===== src/rtl/obj_fsm_multi.sv =====
// Multi-channel object detector: per-channel debounce/hold FSMs plus registered
// aggregate flags (count, any, lowest active index) aligned with the object vector.

module obj_fsm_ch #(
    parameter int DEB_CYCLES  = 2,
    parameter int HOLD_CYCLES = 3
) (
    input  logic clk,
    input  logic reset,
    input  logic i_det,
    input  logic i_en,
    output logic o_obj_nxt,
    output logic o_obj,
    output logic o_rise
);
    localparam int CMAX = (DEB_CYCLES > HOLD_CYCLES) ? DEB_CYCLES : HOLD_CYCLES;

    typedef enum logic [1:0] {IDLE, CONFIRM, PRESENT, HOLD} state_t;

    state_t     r_state, w_state_nxt;
    logic [7:0] r_cnt, w_cnt_nxt, w_cnt_sat;
    logic [8:0] w_cnt_inc;
    logic       w_rise_nxt;

    assign w_cnt_inc = {1'b0, r_cnt} + 9'd1;
    assign w_cnt_sat = (w_cnt_inc > 9'(CMAX)) ? 8'(CMAX) : w_cnt_inc[7:0];

    always_comb begin
        w_state_nxt = r_state;
        w_cnt_nxt   = r_cnt;
        w_rise_nxt  = 1'b0;
        if (!i_en) begin
            w_state_nxt = IDLE;
            w_cnt_nxt   = 8'd0;
        end else begin
            case (r_state)
                IDLE: if (i_det) begin
                    if (DEB_CYCLES == 1) begin
                        w_state_nxt = PRESENT;
                        w_cnt_nxt   = 8'd0;
                        w_rise_nxt  = 1'b1;
                    end else begin
                        w_state_nxt = CONFIRM;
                        w_cnt_nxt   = 8'd1;
                    end
                end
                CONFIRM: if (i_det) begin
                    if (w_cnt_inc == 9'(DEB_CYCLES)) begin
                        w_state_nxt = PRESENT;
                        w_cnt_nxt   = 8'd0;
                        w_rise_nxt  = 1'b1;
                    end else begin
                        w_cnt_nxt = w_cnt_sat;
                    end
                end else begin
                    w_state_nxt = IDLE;
                    w_cnt_nxt   = 8'd0;
                end
                PRESENT: if (!i_det) begin
                    if (HOLD_CYCLES == 0) begin
                        w_state_nxt = IDLE;
                        w_cnt_nxt   = 8'd0;
                    end else begin
                        w_state_nxt = HOLD;
                        w_cnt_nxt   = 8'd1;
                    end
                end
                HOLD: if (i_det) begin
                    // Re-acquire during hold is the same object: no rise pulse.
                    w_state_nxt = PRESENT;
                    w_cnt_nxt   = 8'd0;
                end else if (r_cnt == 8'(HOLD_CYCLES)) begin
                    w_state_nxt = IDLE;
                    w_cnt_nxt   = 8'd0;
                end else begin
                    w_cnt_nxt = w_cnt_sat;
                end
                default: begin
                    w_state_nxt = IDLE;
                    w_cnt_nxt   = 8'd0;
                end
            endcase
        end
    end

    assign o_obj_nxt = (w_state_nxt == PRESENT) || (w_state_nxt == HOLD);

    always_ff @(posedge clk or negedge reset) begin
        if (!reset) begin
            r_state <= IDLE;
            r_cnt   <= 8'd0;
            o_obj   <= 1'b0;
            o_rise  <= 1'b0;
        end else begin
            r_state <= w_state_nxt;
            r_cnt   <= w_cnt_nxt;
            o_obj   <= o_obj_nxt;
            o_rise  <= w_rise_nxt;
        end
    end
endmodule

module obj_fsm_multi #(
    parameter int N_CH        = 3,
    parameter int DEB_CYCLES  = 2,
    parameter int HOLD_CYCLES = 3,
    localparam int CW = $clog2(N_CH + 1),
    localparam int IW = (N_CH > 1) ? $clog2(N_CH) : 1
) (
    input  logic            clk,
    input  logic            reset,
    input  logic [N_CH-1:0] det,
    input  logic [N_CH-1:0] ch_en,
    output logic [N_CH-1:0] object,
    output logic [N_CH-1:0] obj_rise,
    output logic [CW-1:0]   obj_count,
    output logic            any_object,
    output logic [IW-1:0]   first_idx
);
    logic [N_CH-1:0] w_obj_nxt;
    logic [CW-1:0]   w_count, r_count;
    logic [IW-1:0]   w_first, r_first;
    logic            r_any;

    obj_fsm_ch #(
        .DEB_CYCLES (DEB_CYCLES),
        .HOLD_CYCLES(HOLD_CYCLES)
    ) u_ch [N_CH-1:0] (
        .clk      (clk),
        .reset    (reset),
        .i_det    (det),
        .i_en     (ch_en),
        .o_obj_nxt(w_obj_nxt),
        .o_obj    (object),
        .o_rise   (obj_rise)
    );

    // Aggregates come from the next-state vector so they register alongside object.
    always_comb begin
        w_count = '0;
        w_first = '0;
        for (int i = N_CH - 1; i >= 0; i--) begin
            w_count = w_count + CW'(w_obj_nxt[i]);
            if (w_obj_nxt[i]) w_first = IW'(i);
        end
    end

    always_ff @(posedge clk or negedge reset) begin
        if (!reset) begin
            r_count <= '0;
            r_first <= '0;
            r_any   <= 1'b0;
        end else begin
            r_count <= w_count;
            r_first <= w_first;
            r_any   <= |w_obj_nxt;
        end
    end

    assign obj_count  = r_count;
    assign first_idx  = r_first;
    assign any_object = r_any;
endmodule


===== config.mk =====
export PLATFORM = sky130hd
export DESIGN_NAME = obj_fsm_multi
export DESIGN_NICKNAME = d
export VERILOG_FILES = /design/src/rtl/obj_fsm_multi.sv
export SDC_FILE = /design/constraint.sdc
export NUM_CORES = 1
export LEC_CHECK = 0
export ABC_AREA = 1
export ABC_CLOCK_PERIOD_IN_PS = 3450
export CAP_MARGIN = 20
export CORE_AREA = 3 3 116 62
export DETAILED_ROUTE_END_ITERATION = 10
export DIE_AREA = 0 0 119 65
export SLEW_MARGIN = 20
export SYNTH_ARGS = -nofsm -noshare
export SYNTH_HDL_FRONTEND = slang
export SYNTH_SLANG_ARGS = --single-unit

===== constraint.sdc =====
create_clock -name clk -period 3.45 [get_ports clk]
set_input_delay 0.69 -clock clk [delete_from_list [all_inputs] [get_ports clk]]
set_output_delay 0.69 -clock clk [all_outputs]
set_load 0.01 [all_outputs]

# [After elaboration in Yosys (flattened, before gate mapping)]
# Cells that the tools add are included.
[word_totals] in_bits=8 ff_bits=41
[op_classes] n_reduce_logical=10 n_addsub=5 eq_ne=27 n_mux=66 magnitude_cmp=3
[ops] op="$mux 8" n=24
[ops] op="$pmux 8 s4" n=3
[ops] op="$mux 2" n=24
[ops] op="$add 8x1->9 const B" n=3
[ops] op="$eq 9x2->1 const B" n=3
[ops] op="$gt 9x2->1 const B" n=3
[ops] op="$eq 2x2->1 const B" n=12
[ops] op="$eq 8x2->1 const B" n=3
[ops] op="$pmux 2 s4" n=3
[ops] op="$ne 3x3->1 const B" n=6
[ops] op="$mux 1" n=12
[ops] op="$eq 2x1->1 const B" n=3
[ops] op="$logic_not 2->1" n=3
[ops] op="$reduce_and 2->1" n=3
[ops] op="$logic_or 1x1->1" n=3
[ops] op="$reduce_or 3->1" n=1
[ops] op="$add 1x1->2" n=1
[ops] op="$add 2x1->2" n=1

# [Depth between registers and ports, before layout]
[depth] word_depth=11 mapped_depth=13 mapped_depth_nobuf=13

# [By module]
# Synthesis repeated with hierarchy kept, for this count alone.
[hier_totals] hier_cells=329 hier_area_um2=2421.1
[by_module_without_submodules] module="obj_fsm_ch at u_ch[1] ..." area_per_inst_um2=740.7 instances=2 cells_per_inst=105
[by_module_without_submodules] module="obj_fsm_ch at u_ch[0]" area_per_inst_um2=763.2 instances=1 cells_per_inst=106
[by_module_without_submodules] module="obj_fsm_multi" area_per_inst_um2=176.4 instances=1 cells_per_inst=13

# [Worst setup path before layout]
# Ideal clock, no wire load.
[synth_timing] kind="reg2reg" startpoint="register u_ch[0].r_cnt[0]" endpoint="register r_count[0], in the netlist obj_count[0]" t_arrival_ns=1.962 path_buffers=0 path_slack_ns=1.374 t_required_ns=3.336 stages_incl_launch_ff=9 cell_sequence="dfrtp_1 -> ha_1 -> xor2_1 -> nor3_4 -> nand4_4 -> nand2_4 -> inv_4 -> fa_1 -> inv_1"
[synth_between] elab_chain_cells=9
[synth_rtl] element="from (decl)" line_no="21" rtl="logic [7:0] r_cnt, w_cnt_nxt, w_cnt_sat;"
[synth_rtl] element="from (signal assigned)" line_no="96" rtl="r_cnt <= w_cnt_nxt;"
[synth_rtl] element="$add 8x1->9" line_no="25" rtl="assign w_cnt_inc = {1'b0, r_cnt} + 9'd1;"
[synth_rtl] element="$eq 9x2->1" line_no="48" rtl="if (w_cnt_inc == 9'(DEB_CYCLES)) begin"
[synth_rtl] element="$mux 2" line_no="48"
[synth_rtl] element="$mux 2" line_no="47" rtl="CONFIRM: if (i_det) begin"
[synth_rtl] element="$pmux 2 s4 (*)" line_no="36" rtl="case (r_state)"
[synth_rtl] element="$mux 2 (*)" line_no="32" rtl="if (!i_en) begin"
[synth_rtl] element="$eq 2x2->1" line_no="86" rtl="assign o_obj_nxt = (w_state_nxt == PRESENT) || (w_state_nxt == HOLD);"
[synth_rtl] element="$logic_or 1x1->1 (*)" line_no="86"
[synth_rtl] element="net u_ch[0].o_obj_nxt" line_no="12" rtl="output logic o_obj_nxt,"
[synth_rtl] element="$add 2x1->2 (*)" line_no="143" rtl="w_count = w_count + CW'(w_obj_nxt[i]);"
[synth_rtl] element="net w_count[0]" line_no="121" rtl="logic [CW-1:0] w_count, r_count;"
[synth_rtl] element="to (signal assigned)" line_no="154" rtl="r_count <= w_count;"
[synth_rtl] element="to (decl)" line_no="121"
# Mark *: on every way through the listed nets, which the timed path passes. The rest lies on a longest branch.
# A chain may end at the register's enable or synchronous reset.

# [Final worst setup path]
[layout_timing] startpoint="input port ch_en[0]" endpoint="register r_count[0], in the netlist obj_count[0]"
[layout_between] elab_chain_cells=4
[layout_rtl] element="from (decl)" line_no="113" rtl="input logic [N_CH-1:0] ch_en,"
[layout_rtl] element="$mux 2 (*)" line_no="32"
[layout_rtl] element="$eq 2x2->1" line_no="86"
[layout_rtl] element="$logic_or 1x1->1 (*)" line_no="86"
[layout_rtl] element="net u_ch[0].o_obj_nxt" line_no="12"
[layout_rtl] element="$add 2x1->2 (*)" line_no="143"
[layout_rtl] element="net w_count[0]" line_no="121"
# Marks and branches as above.

==> flow_summary.ini <==
[critical_path]
crit_chain = clkdlybuf4s50_1 -> inv_1 -> nor3_1 -> nand4_4 -> nand2_4 -> inv_4 -> fa_1 -> inv_1
critPathBufInv = 4
crit_family = buffers and inverters
critical_path.startpoint = ch_en[0]
cp_slowest_cell = clkdlybuf4s50_1
start_kind = input port
worst-path-max-fanout = 5
timing.rr.start = u_ch[0].r_cnt[0]
cpMostUsedCell = inv_1
reg2reg_slack_ns = 1.17
critPathMaxStageDelay_ns = 0.56
worstSetupPathType = input port to register
worstSetupEndpointType = register
worstPathRequired_ns = 3.63
critical_path_arrival_ns = 2.53

[layout]
design_area_um2 = 2899
diodes = 0
fin_util = 0.4729
final_cell_count_no_fill = 432
finalNetCount = 361
drive_gt1_frac = 0.1076
fillers = 595
area_growth_syn_to_layout_pct = 15.91

[route]
wl_per_cell_um = 10.65
drt-total-wl_mm = 4.602
ant_nets = 0
viasPerCell = 4.667
first_pass_iters = 4
num_vias = 2016
drtIter0Drc = 132
drc = 0

[die]
die_w_um = 119
io-pin-count = 19
start_util = 0.4080
die_y_um = 65
row_count = 20
die_area_um2 = 7735
core_region_area_um2 = 6131

[timing]
worst_slew_pin_slew_ns = 0.8954
timing.hold.ws_ns = 0.5365
timing.fmax_ghz = 0.4243
rsz0062_at_grt = no
tns_ns = 0
finalSetupViolCount = 0
finalHoldViolCount = 0
finalWorstSetupSlack_ns = 1.093
min_period_ns = 2.357
final-max-slew-violation-count = 0
period_share = 0.6831
fin_skew_ns = 0.005119
slew_headroom = 0.4031

[clock_network]
clk_pin_slew_worst_paths_ns = 0.06
clk_root_buffer_cell = clkbuf_16
cts_made_buffers = 5
cts_tree = yes
clk_path_buf_depth = 2
worstSkewPairLatency_ns = 0.28
h-tree-depth = 2
cts.sinks = 41
ctsResizeCount = 0
cts_setup_buffers = 0
ctsHoldBuffers = 0

[placement]
dp_hpwl_mm = 3.547
port_buffers = 18
dpl_cell_area_um2 = 2723
dp_cells = 424
finalWeightedCongestion = 0.8794
post-place-ws_ns = 0.7953

[logic_synthesis]
yosys.area_share.simple = 0.3617
syn-num-nets = 344
syn-cell-area_um2 = 2501
synth_compound_area_frac = 0.04452
synth_seq_cells = 41
yosys_warnings = 0
synth_top_family_by_area = simple AND/OR/NAND/NOR gates
postSynthAreaPerCell_um2 = 7.672
synth_cell_types = 32
synthMuxAreaShare = 0
postSynthCellCount = 326
synthXorXnorAreaFrac = 0.01401
ys_seq_area_frac = 0.4102
synth_fa_ha_area_frac = 0.05303

[pwr]
ir_worst_vdd_v = 0.0002009
power_density_nw_per_um2 = 397.4
leakage_nw = 1.492
p_total_mw = 1.152

[flow_run]
drv_cap = 0

[status]
status = finished clean

[global_route]
grt_pass1_vias = 1941
grt_remaining_overflow = 0
grt_pass1_wl_mm = 8.176
grt_max_degree = 42
grt_usage = 0.1289
antenna_found_initial = 0

[min_path]
hp-class = input port to async pin
==> cell usage in the layout (no fill, tap or decap) <==
| cell type | n |
|---|---|
| clkbuf_8 | 1 |
| nor2_2 | 6 |
| bufinv_16 | 1 |
| o21bai_1 | 1 |
| nand2_1 | 78 |
| nand4_2 | 1 |
| nand3_2 | 3 |
| clkinvlp_4 | 1 |
| nor3_2 | 1 |
| nand2_4 | 2 |
| ha_1 | 9 |
| nor3_4 | 2 |
| o31ai_1 | 2 |
| fa_1 | 1 |
| nand3_1 | 31 |
| buf_2 | 1 |
| clkbuf_16 | 5 |
| xnor2_1 | 1 |
| clkdlybuf4s50_1 | 17 |
| nor3_1 | 7 |
| inv_1 | 57 |
| o22ai_1 | 1 |
| inv_2 | 2 |
| nor2_1 | 37 |
| dfrtp_1 | 41 |
| nand4_1 | 8 |
| o211ai_2 | 1 |
| nand4_4 | 1 |
| o21ai_0 | 7 |
| and2_1 | 1 |
| inv_4 | 1 |
| nand2_2 | 6 |
| xor2_1 | 3 |
| nor2_4 | 2 |
| o211ai_1 | 4 |
| a21oi_1 | 1 |
==> kinds of logic (layout without fill, tap and decap cells) <==
logic type | count (synthesis) | count (layout)
compound gates | 17 | 17
xor+xnor | 4 | 4
fa+ha+maj | 10 | 10
buf+inv | 68 | 86
flops | 41 | 41
simple gates | 186 | 186
==> power breakdown <==
group | switching (mW) | internal (mW)
clock | 0.182 | 0.361
combinational | 0.0590 | 0.0393
sequential | 0.0170 | 0.494
total | 0.258 | 0.894
==> flip-flops by register name, indices dropped and copies added (netlist names) <==
name	count
first_idx	2
obj_count	2
any_object	1
u_ch.o_obj	3
u_ch.r_cnt	24
u_ch.r_state	6
u_ch.o_rise	3
==> synth_stat cells (all sizes together) <==
master  number  area (um2)
o211ai       5       42.54
ha           9       112.6
xnor2        1       8.760
a21oi        1       5.000
and2         1       6.260
dfrtp       41        1026
buf          8       63.81
nand4       10       83.83
o31ai        2       15.01
fa           1       20.02
nand3       34       185.2
xor2         3       26.28
nor3        10       77.57
o22ai        1       6.260
inv         60       227.7
nand2       86       352.8
o21ai        7       35.03
nor2        45       198.9
o21bai       1       7.510
==> worst paths after layout <==
kind | end | depth (start not counted)
worst max-delay path | obj_count[0] | 8
worst min-delay path | u_ch[0].r_cnt[1] | 1
worst max register to register | obj_count[0] | 12
worst min register to register | u_ch[0].r_cnt[6] | 2
max in group asynchronous | u_ch[1].r_cnt[3] | 1
min in group clk | u_ch[0].r_cnt[6] | 2
==> metal layers <==
metal  global-route usage  vias to the layer above  wire, um
li1                     -                     1044         -
met1               0.1533                      945      2172
met2               0.2277                       23      2278
met3              0.03662                        4       108
met4              0.04040                        0        43
met5                    0                        -         0
==> final cells by class <==
class,count,area [um2],area share
sequential,41,1026,0.3539
clock buffer,6,138.9,0.04791
multi-input combinational,217,1184,0.4083
inverter,60,227.7,0.07855
timing repair buffer,18,175.2,0.06042
clock inverter,2,37.54,0.01295
tap,88,110.1,0.03798
Power figures use the tool's default switching activity.
